<file path="config.mk">
export PLATFORM = sky130hd
export DESIGN_NAME = data_cail_mc
export DESIGN_NICKNAME = d
export VERILOG_FILES = /design/src/rtl/data_cail_mc.sv
export SDC_FILE = /design/constraint.sdc
export NUM_CORES = 2
export LEC_CHECK = 0
export ABC_AREA = 0
export CAP_MARGIN = 30
export CORE_UTILIZATION = 25
export CTS_CLUSTER_SIZE = 40
export DETAILED_ROUTE_END_ITERATION = 10
export GPL_TIMING_DRIVEN = 0
export RECOVER_POWER = 50
export SLEW_MARGIN = 10
export SYNTH_ARGS = -nofsm -noshare
export SYNTH_HDL_FRONTEND = slang
export SYNTH_SLANG_ARGS = --single-unit
</file>
<file path="constraint.sdc">
create_clock -name clk -period 34.2 [get_ports clk]
set_input_delay 6.84 -clock clk [delete_from_list [all_inputs] [get_ports clk]]
set_output_delay 6.84 -clock clk [all_outputs]
set_load 0.05 [all_outputs]
</file>
<file path="src/rtl/data_cail_mc.sv">
`timescale 1ns/1ps
// Multi-channel int16 -> float32 calibration: per-channel gain table, frame counting, ch/last tags.
// Latency 1+CVT_LAT+MUL_LAT cycles, one sample per cycle, no backpressure (in_valid outside RUN is dropped).
module data_cail_mc #(
  parameter int CH_NUM  = 8,
  parameter int DATA_W  = 16,
  parameter int LEN_W   = 16,
  parameter int CVT_LAT = 6,
  parameter int MUL_LAT = 5,
  localparam int CH_W   = (CH_NUM > 1) ? $clog2(CH_NUM) : 1
) (
  input  logic              clk,
  input  logic              rst,
  input  logic              start,
  input  logic [LEN_W-1:0]  frame_len,
  input  logic              in_valid,
  input  logic [DATA_W-1:0] in_data,
  input  logic              scale_en,
  input  logic              param_we,
  input  logic [CH_W-1:0]   param_addr,
  input  logic [31:0]       param_wdata,
  output logic              out_valid,
  output logic [31:0]       out_data,
  output logic [CH_W-1:0]   out_ch,
  output logic              out_last,
  output logic              busy,
  output logic              done
);

  localparam int LAT  = 1 + CVT_LAT + MUL_LAT;
  localparam int DC_W = $clog2(LAT + 1);
  localparam logic [31:0] ONE_F = 32'h3F80_0000;

  typedef enum logic [1:0] {IDLE, RUN, DRAIN} state_t;

  state_t            state_q, state_d;
  logic              done_q, done_d;
  logic [LEN_W-1:0]  len_q, cnt_q, cnt_nxt;
  logic [CH_W-1:0]   chan_q;
  logic [DC_W-1:0]   dcnt_q;
  logic              accept, last_acc, drain_end;
  logic [31:0]       tbl_q [CH_NUM];
  logic [31:0]       gain_sel;

  logic [DATA_W-1:0] s0_data_q;
  logic [31:0]       s0_gain_q;
  logic [31:0]       cvt_q [CVT_LAT];
  logic [31:0]       gdl_q [CVT_LAT];
  logic [31:0]       mul_q [MUL_LAT];
  logic              vld_q [LAT];
  logic [CH_W-1:0]   chp_q [LAT];
  logic              lst_q [LAT];

  // Exact for any DATA_W up to 24: the magnitude fits the 24-bit significand.
  function automatic logic [31:0] i2f(input logic [DATA_W-1:0] d);
    logic [DATA_W-1:0] mag;
    logic [DATA_W+23:0] sh;
    int p;
    mag = d[DATA_W-1] ? (~d + 1'b1) : d;
    p = 0;
    for (int i = 0; i < DATA_W; i++) begin
      if (mag[i]) p = i;
    end
    sh = {24'b0, mag} << (23 - p);
    i2f = (mag == '0) ? 32'h0 : {d[DATA_W-1], 8'(127 + p), sh[22:0]};
  endfunction

  // Round-to-nearest-even; denormals flush to zero, overflow goes to infinity.
  function automatic logic [31:0] fmul(input logic [31:0] a, input logic [31:0] b);
    logic        s, g, st, a_nan, b_nan, a_inf, b_inf;
    logic [7:0]  ea, eb;
    logic [47:0] prod;
    logic [22:0] m;
    logic [23:0] mr;
    int          ex;
    s     = a[31] ^ b[31];
    ea    = a[30:23];
    eb    = b[30:23];
    a_nan = (ea == 8'hFF) && (a[22:0] != '0);
    b_nan = (eb == 8'hFF) && (b[22:0] != '0);
    a_inf = (ea == 8'hFF) && (a[22:0] == '0);
    b_inf = (eb == 8'hFF) && (b[22:0] == '0);
    prod  = 48'({1'b1, a[22:0]}) * 48'({1'b1, b[22:0]});
    ex    = int'(ea) + int'(eb) - 127;
    if (prod[47]) begin
      m  = prod[46:24];
      g  = prod[23];
      st = |prod[22:0];
      ex = ex + 1;
    end else begin
      m  = prod[45:23];
      g  = prod[22];
      st = |prod[21:0];
    end
    mr = {1'b0, m} + 24'(g && (st || m[0]));
    if (mr[23]) ex = ex + 1;
    if (a_nan || b_nan)                         fmul = 32'h7FC0_0000;
    else if ((a_inf && eb == '0) || (b_inf && ea == '0)) fmul = 32'h7FC0_0000;
    else if (a_inf || b_inf)                    fmul = {s, 8'hFF, 23'b0};
    else if (ea == '0 || eb == '0)              fmul = {s, 31'b0};
    else if (ex >= 255)                         fmul = {s, 8'hFF, 23'b0};
    else if (ex <= 0)                           fmul = {s, 31'b0};
    else                                        fmul = {s, 8'(ex), mr[22:0]};
  endfunction

  assign accept    = (state_q == RUN) && in_valid;
  assign cnt_nxt   = cnt_q + 1'b1;
  assign last_acc  = accept && (cnt_nxt == len_q);
  assign drain_end = (state_q == DRAIN) && (dcnt_q == DC_W'(LAT - 1));
  assign gain_sel  = scale_en ? tbl_q[chan_q] : ONE_F;

  always_ff @(posedge clk or posedge rst) begin
    if (rst) begin
      state_q <= IDLE;
      done_q  <= 1'b0;
    end else begin
      state_q <= state_d;
      done_q  <= done_d;
    end
  end

  always_comb begin
    state_d = state_q;
    case (state_q)
      IDLE:    if (start && frame_len != '0) state_d = RUN;
      RUN:     if (last_acc) state_d = DRAIN;
      DRAIN:   if (drain_end) state_d = IDLE;
      default: state_d = IDLE;
    endcase
  end

  always_comb begin
    busy   = (state_q != IDLE);
    done_d = drain_end || ((state_q == IDLE) && start && (frame_len == '0));
  end

  always_ff @(posedge clk or posedge rst) begin
    if (rst) begin
      len_q  <= '0;
      cnt_q  <= '0;
      chan_q <= '0;
      dcnt_q <= '0;
      for (int i = 0; i < CH_NUM; i++) tbl_q[i] <= ONE_F;
    end else begin
      if ((state_q == IDLE) && start) begin
        len_q  <= frame_len;
        cnt_q  <= '0;
        chan_q <= '0;
      end else if (accept) begin
        cnt_q  <= cnt_nxt;
        chan_q <= (chan_q == CH_W'(CH_NUM - 1)) ? '0 : chan_q + 1'b1;
      end
      dcnt_q <= (state_q == DRAIN) ? dcnt_q + 1'b1 : '0;
      for (int i = 0; i < CH_NUM; i++) begin
        if (param_we && (param_addr == CH_W'(i))) tbl_q[i] <= param_wdata;
      end
    end
  end

  // Data stages run freely; the valid pipeline alone decides what is emitted.
  always_ff @(posedge clk or posedge rst) begin
    if (rst) begin
      s0_data_q <= '0;
      s0_gain_q <= '0;
      for (int k = 0; k < CVT_LAT; k++) begin
        cvt_q[k] <= '0;
        gdl_q[k] <= '0;
      end
      for (int k = 0; k < MUL_LAT; k++) mul_q[k] <= '0;
      for (int k = 0; k < LAT; k++) begin
        vld_q[k] <= 1'b0;
        chp_q[k] <= '0;
        lst_q[k] <= 1'b0;
      end
    end else begin
      s0_data_q <= in_data;
      s0_gain_q <= gain_sel;
      cvt_q[0]  <= i2f(s0_data_q);
      gdl_q[0]  <= s0_gain_q;
      for (int k = 1; k < CVT_LAT; k++) begin
        cvt_q[k] <= cvt_q[k-1];
        gdl_q[k] <= gdl_q[k-1];
      end
      if (MUL_LAT > 1 || vld_q[LAT-2]) mul_q[0] <= fmul(cvt_q[CVT_LAT-1], gdl_q[CVT_LAT-1]);
      for (int k = 1; k < MUL_LAT; k++) begin
        if (k < MUL_LAT - 1 || vld_q[LAT-2]) mul_q[k] <= mul_q[k-1];
      end
      vld_q[0] <= accept;
      chp_q[0] <= chan_q;
      lst_q[0] <= last_acc;
      for (int k = 1; k < LAT; k++) begin
        vld_q[k] <= vld_q[k-1];
        chp_q[k] <= chp_q[k-1];
        lst_q[k] <= lst_q[k-1];
      end
    end
  end

  assign out_valid = vld_q[LAT-1];
  assign out_data  = mul_q[MUL_LAT-1];
  assign out_ch    = chp_q[LAT-1];
  assign out_last  = lst_q[LAT-1];
  assign done      = done_q;

endmodule

</file>
# ---- After elaboration in Yosys (flattened, before gate mapping)
# Index checks and enable logic that the tools add are counted.
dict set report word_totals {
  ff_bits 950
  output_inout_bits 39
  word_cells 190
  input_bits 73
}
dict set report op_classes {
  muxes 42
  magnitude_cmp 3
  reduce_logical 43
  n_eq_ne 17
  n_addsub 11
  n_shift 1
  bitwise_logic 3
  multipliers 1
}
# op n
set op_table {}
lappend op_table {{32-bit two-way mux} 22}
lappend op_table {{31-bit two-way mux} 4}
lappend op_table {{32-bit binary-select mux with 3-bit select} 1}
lappend op_table {{24-bit by 24-bit multiplier with 48-bit output} 1}
lappend op_table {{16-bit two-way mux} 3}
lappend op_table {{23-bit zero test} 2}
lappend op_table {{23-bit nonzero test} 2}
lappend op_table {{16-bit by 1-bit adder with 16-bit output (second input constant)} 2}
lappend op_table {{32-bit by 2-bit adder with 32-bit output (second input constant)} 1}
lappend op_table {{32-bit by 9-bit greater-or-equal comparator with 1-bit output (second input constant)} 1}
lappend op_table {{32-bit by 1-bit <= comparator with 1-bit output (second input constant)} 1}
lappend op_table {{16-bit zero test} 2}
lappend op_table {{16-bit by 32-bit << shifter with 23-bit output} 1}
lappend op_table {{6-bit by 32-bit subtractor with 32-bit output (first input constant)} 1}
lappend op_table {{23-bit by 1-bit adder with 24-bit output} 1}
lappend op_table {{23-bit two-way mux} 1}
lappend op_table {{23-bit OR reduction} 1}
lappend op_table {{22-bit OR reduction} 1}
lappend op_table {{1-bit logical AND} 21}
lappend op_table {{16-bit == test} 1}
lappend op_table {{8-bit == test (second input constant)} 2}
lappend op_table {{8-bit zero test} 2}
lappend op_table {{16-bit NOT} 1}
lappend op_table {{16-bit nonzero test} 1}
lappend op_table {{other kinds (26)} 45}

# ---- Logic depth before layout (Yosys ltp)
dict set report depth {
  ltp_word 21
  depth_mapped 45
  depth_no_buf 37
}

# ---- Worst setup path before layout
# Ideal clock, no wire load.
dict set report synth_timing {
  path_type {reg2reg}
  startpoint {register cvt_q[13] (netlist name)}
  endpoint {register mul_q[128] (netlist name)}
  stages_incl_launch_ff 45
  path_slack_ns 23.728
  required_time_ns 34.120
  path_buffers 7
  setup_time_ns 0.080
  period_less_slack_ns 10.472
  arrival_time_ns 10.392
  path_cell_list {dfrtp_1 > clkbuf_1 > nand2_1 > fa_1 > inv_1 > fa_1 > inv_1 > fa_1 > inv_1 > fa_1 > inv_1 > fa_1 > inv_1 > fa_1 > inv_1 > fa_1 > inv_1 > ha_1 > (+9 left out) > buf_1 > nand2_1 > nand2_1 > ha_1 > clkbuf_1 > nand3_1 > nor4_1 > a311oi_1 > nor2_1 > nand2_1 > ha_1 > or4b_2 > nor3_1 > a31oi_1 > a211oi_2 > o311ai_4 > buf_6 > nor3_2}
}
dict set report synth_via {
  elab_chain_len 14
  word_cells_on_any_way 28
  cone_classes {add/sub: 2; mul: 1; order compare: 2; mux: 11; reduce/logical: 12}
}
# item line
set synth_lines {}
lappend synth_lines {{start, declared} 47} ;# logic [31:0] cvt_q [CVT_LAT];
lappend synth_lines {{start signal, assigned by index} 181} ;# cvt_q[k] <= cvt_q[k-1];
lappend synth_lines {{24-bit by 24-bit multiplier with 48-bit output} 83} ;# prod = 48'({1'b1, a[22:0]}) * 48'({1'b1, b[22:0]});
lappend synth_lines {{23-bit OR reduction or 22-bit OR reduction (tied branches)} {88, 93}}
lappend synth_lines {{1-bit two-way mux} 85} ;# if (prod[47]) begin
lappend synth_lines {{1-bit logical OR} 95} ;# mr = {1'b0, m} + 24'(g && (st || m[0]));
lappend synth_lines {{1-bit logical AND} 95}
lappend synth_lines {{23-bit by 1-bit adder with 24-bit output} 95}
lappend synth_lines {{32-bit two-way mux} 96} ;# if (mr[23]) ex = ex + 1;
lappend synth_lines {{32-bit by 1-bit <= comparator with 1-bit output} 102} ;# else if (ex <= 0) fmul = {s, 31'b0};
lappend synth_lines {{31-bit two-way mux} 102}
lappend synth_lines {{31-bit two-way mux} 101} ;# else if (ex >= 255) fmul = {s, 8'hFF, 23'b0};
lappend synth_lines {{31-bit two-way mux} 100} ;# else if (ea == '0 || eb == '0) fmul = {s, 31'b0};
lappend synth_lines {{31-bit two-way mux} 99} ;# else if (a_inf || b_inf) fmul = {s, 8'hFF, 23'b0};
lappend synth_lines {{32-bit two-way mux} 98} ;# else if ((a_inf && eb == '0) || (b_inf && ea == '0)) fmul = 32'h7FC0_0000;
lappend synth_lines {{32-bit two-way mux *} 97} ;# if (a_nan || b_nan) fmul = 32'h7FC0_0000;
lappend synth_lines {{end signal, assigned by index} 186} ;# if (k < MUL_LAT - 1 || vld_q[LAT-2]) mul_q[k] <= mul_q[k-1];
lappend synth_lines {{end, declared} 49} ;# logic [31:0] mul_q [MUL_LAT];
# Every way passes the cells marked *; elsewhere a longest branch is shown, timed or not.
# A chain may end at the register's enable or synchronous reset.

==> metrics.yaml <==
critical_path_buf_inv_count: 3
critical_path_class: "input pin to async pin"
layoutNonFillerInstCount: 7765
setup_viol_count_final: 0
synth_area_um2: 54600
cp_slowest_cell: "sky130_fd_sc_hd__clkbuf_1"
maxClockFrequency_mhz: 71.9
met3_usage_grt: 0.0222
rows: 171
rrSetupSlack_ns: 20.63
timing.max_cap.violations: 4
critical_path.cell_chain: "dlygate4sd3_1, clkinvlp_2, clkbuf_1"
synth_sequential_area_ratio: 0.434
number_of_flops_mapped_to_enable_cells_by_yosys: 0
finalWirelength_um: 139000
outcome: "finished, violations left"
largest_net_degree_at_the_start_of_global_routing: 127
yosysUniqueCellTypes: 104
failed_checks: "max-capacitance violations, max-slew violations"
cts_made_buffers: 93
drcViolationCount: 0
hold_viol_final: 0
count_of_nets_left_with_antenna_violations_after_detail_routing: 0
fp.coreArea_um2: 217000
yosysTopAreaCellShare: 0.407
grt_remaining_overflow: 0
cts_buffer_depth: 3
nets: 5590
dieArea_um2: 220000
initialDrtViolationCount: 2291
routed_wire_length_per_instance_um: 17.9
post_synthesis_cells: 4604
clk_transition_reported_paths_ns: 0.06
vias: 34500
setup.worst_path.start_class: "input pin"
fin_crit_ns: 13.91
async_reset_ff_frac: 1.00
slew-limit-headroom: -3.24
post_placement_setup_slack_ns: 20.93
port-buffer-count: 108
finalWeightedCongestion: 0.955
ctsResizeCount: 0
antenna_violations_before_repair: 7
ctsRootBufferMaster: "sky130_fd_sc_hd__clkbuf_16"
yosysWarnings: 0
grt-busiest-layer: "met2"
synth.ff_latch_count: 944
clk-insertion-delay-late_ns: 0.75
cts_tree: "done"
crit_arrival_ns: 13.17
drt-vias-per-instance: 4.44
cell_taking_the_most_area_after_synthesis: "sky130_fd_sc_hd__dfrtp_1"
unrepaired_setup_endpoints_after_global_routing: "false"
drt_first_pass_iters: 5
via_count_of_the_first_global_routing_pass: 36600
total_routing_usage_gr: 0.128
finalCritPeriodShare: 0.407
worstHoldPathType: "flip-flop to flip-flop"
grt_pass1_wl_um: 219000
fraction_of_layout_instances_using_a_drive_strength_above_1: 0.147
average_cell_area_after_synthesis_um2: 11.9
num_io_pins: 112
hpwl_um: 106000
final.setup_skew_ns: 0.0910
cts-hold-fix-buffers: 0
setup.worst_path.end_class: "async pin"
placed_cells: 7586
timing.critical_path.max_delay_family: "buffers and inverters"
met2_usage: 0.203
area_delta_synth_final_pct: 15.0
synth.top_cells.by_area: "sky130_fd_sc_hd__dfrtp_1 (41%), sky130_fd_sc_hd__fa_1 (18%), sky130_fd_sc_hd__mux2_2 (6.4%)"
count_of_final_max_slew_check_failures: 400
synth_ff_type: "sky130_fd_sc_hd__dfrtp_1"
worst_pin_slew_ns: 6.36
number_of_sinks_on_the_clock_net: 944
die_h_um: 469
cts_post_setup_buffers_inserted: 0
floorplan.die.width_um: 469
timing.critical_path.slowest_cell_delay_ns: 4.51
worst_path_fanout_max: 126
global_route.usage.met1: 0.176
postLayoutSetupSlackWorst_ns: 20.29
floorplan.initialDensity: 0.251
cts-htree-levels: 3
crit_required_ns: 33.45
## metal layers
metal,part of all wire,wire (um)
met2,0.46,63400
met3,0.061,8470
met5,0.00017,23
met4,0.035,4860
met1,0.45,62300
## area by class of cell
class	instances	area [um^2]
plain buffers	233	1080
repair buffers	123	1320
clock buffers	131	2690
diodes	2	5.00
well taps	2854	3570
flip-flops and latches	944	23700
inverters	629	2360
multi-input cells	2806	27500
clock inverters	43	571
fillers	22100	154000
## placed cells by master (no fill, tap or decap), types with 20 or more instances in the layout
master / instances
sky130_fd_sc_hd__nand3_1: 27
sky130_fd_sc_hd__xnor2_1: 77
sky130_fd_sc_hd__mux2i_1: 68
sky130_fd_sc_hd__clkbuf_16: 93
sky130_fd_sc_hd__and2_1: 240
sky130_fd_sc_hd__clkbuf_1: 179
sky130_fd_sc_hd__xor2_1: 45
sky130_fd_sc_hd__buf_4: 35
sky130_fd_sc_hd__nand4_1: 41
sky130_fd_sc_hd__nor3_1: 41
sky130_fd_sc_hd__mux2_2: 310
sky130_fd_sc_hd__fa_1: 483
sky130_fd_sc_hd__dfrtp_1: 888
sky130_fd_sc_hd__nor4_1: 31
sky130_fd_sc_hd__dlygate4sd3_1: 20
sky130_fd_sc_hd__dfstp_2: 56
sky130_fd_sc_hd__o21ai_0: 103
sky130_fd_sc_hd__clkbuf_8: 22
sky130_fd_sc_hd__nand2_1: 439
sky130_fd_sc_hd__mux4_2: 64
sky130_fd_sc_hd__nand2b_1: 24
sky130_fd_sc_hd__ha_1: 204
sky130_fd_sc_hd__and3_1: 22
sky130_fd_sc_hd__inv_1: 622
sky130_fd_sc_hd__nor2_1: 151
sky130_fd_sc_hd__nor3_2: 21
sky130_fd_sc_hd__a21oi_1: 95
sky130_fd_sc_hd__clkdlybuf4s50_1: 88
sky130_fd_sc_hd__nor2b_1: 43
## cell usage after synthesis, drive strengths merged (14+ instances only)
cell,number
a211oi,23
a21o,14
a21oi,100
a31oi,15
and2,242
and3,22
buf,76
clkbuf,157
dfrtp,888
dfstp,56
fa,483
ha,204
inv,624
mux2,310
mux2i,69
mux4,64
nand2,439
nand2b,24
nand3,29
nand4,42
nor2,152
nor2b,43
nor3,63
nor4,35
o21a,17
o21ai,112
o31ai,18
xnor2,77
xor2,45
## per-stage QoR
stage / util / setup TNS (ns) / instance area (um^2) / hold WS (ns)
after floorplan: - / 0 / 54600 / 0.331
after global placement: 0.273 / -7055.00 / 59300 / 0.331
after detailed placement: 0.274 / 0 / 59600 / 0.335
after CTS: 0.289 / 0 / 62800 / 0.300
after global routing: 0.289 / 0 / 62800 / 0.310
final: 0.289 / 0 / 62800 / 0.303
## worst reg2reg max path: cells and delay by family, from the launching register on
kind	cells	cell delay, ns
AOI/OAI and AO/OA	8	2.16
buffers and inverters	14	3.74
and+or+nand+nor	12	2.93
DFF	1	0.40
adders and majority gates	10	4.19
## flip-flops by register name, summed over array words and instances, names as in the netlist, 4 cells and up
| register | count |
|---|---|
| tbl_q | 256 |
| gdl_q | 192 |
| cvt_q | 186 |
| mul_q | 128 |
| chp_q | 33 |
| out_data | 32 |
| s0_gain_q | 32 |
| cnt_q | 16 |
| len_q | 16 |
| s0_data_q | 16 |
| lst_q | 11 |
| vld_q | 11 |
| dcnt_q | 4 |
## worst paths after layout
| path | to | depth (start not counted) | from |
|---|---|---|---|
| max | cvt_q[10]$_DFF_PP0_ | 3 | rst |
| min | gdl_q[51]$_DFF_PP0_ | 0 | gdl_q[83]$_DFF_PP0_ |
| max reg2reg | mul_q[142]$_DFF_PP0_ | 44 | cvt_q[8]$_DFF_PP0_ |
| min reg2reg | gdl_q[51]$_DFF_PP0_ | 0 | gdl_q[83]$_DFF_PP0_ |
| max in group clk | mul_q[142]$_DFF_PP0_ | 44 | cvt_q[8]$_DFF_PP0_ |
| min in group asynchronous | state_q[1]$_DFFE_PP0P_ | 2 | rst |
## logic make-up (layout without fill, tap and decap cells)
logic type	after synthesis	count (layout)	synth area share
and+or+nand+nor	1149	1149	0.108
DFF	944	944	0.434
buffers and inverters	862	1159	0.0630
adders and majority gates	688	688	0.224
muxes	443	443	0.103
AOI/OAI and AO/OA	395	395	0.0482
xor gates and xnor gates	122	122	0.0196
other	1	11	0.0000687
Power is not shown: default switching activity piles up to over one toggle a cycle in this logic, so the estimate is an artifact.
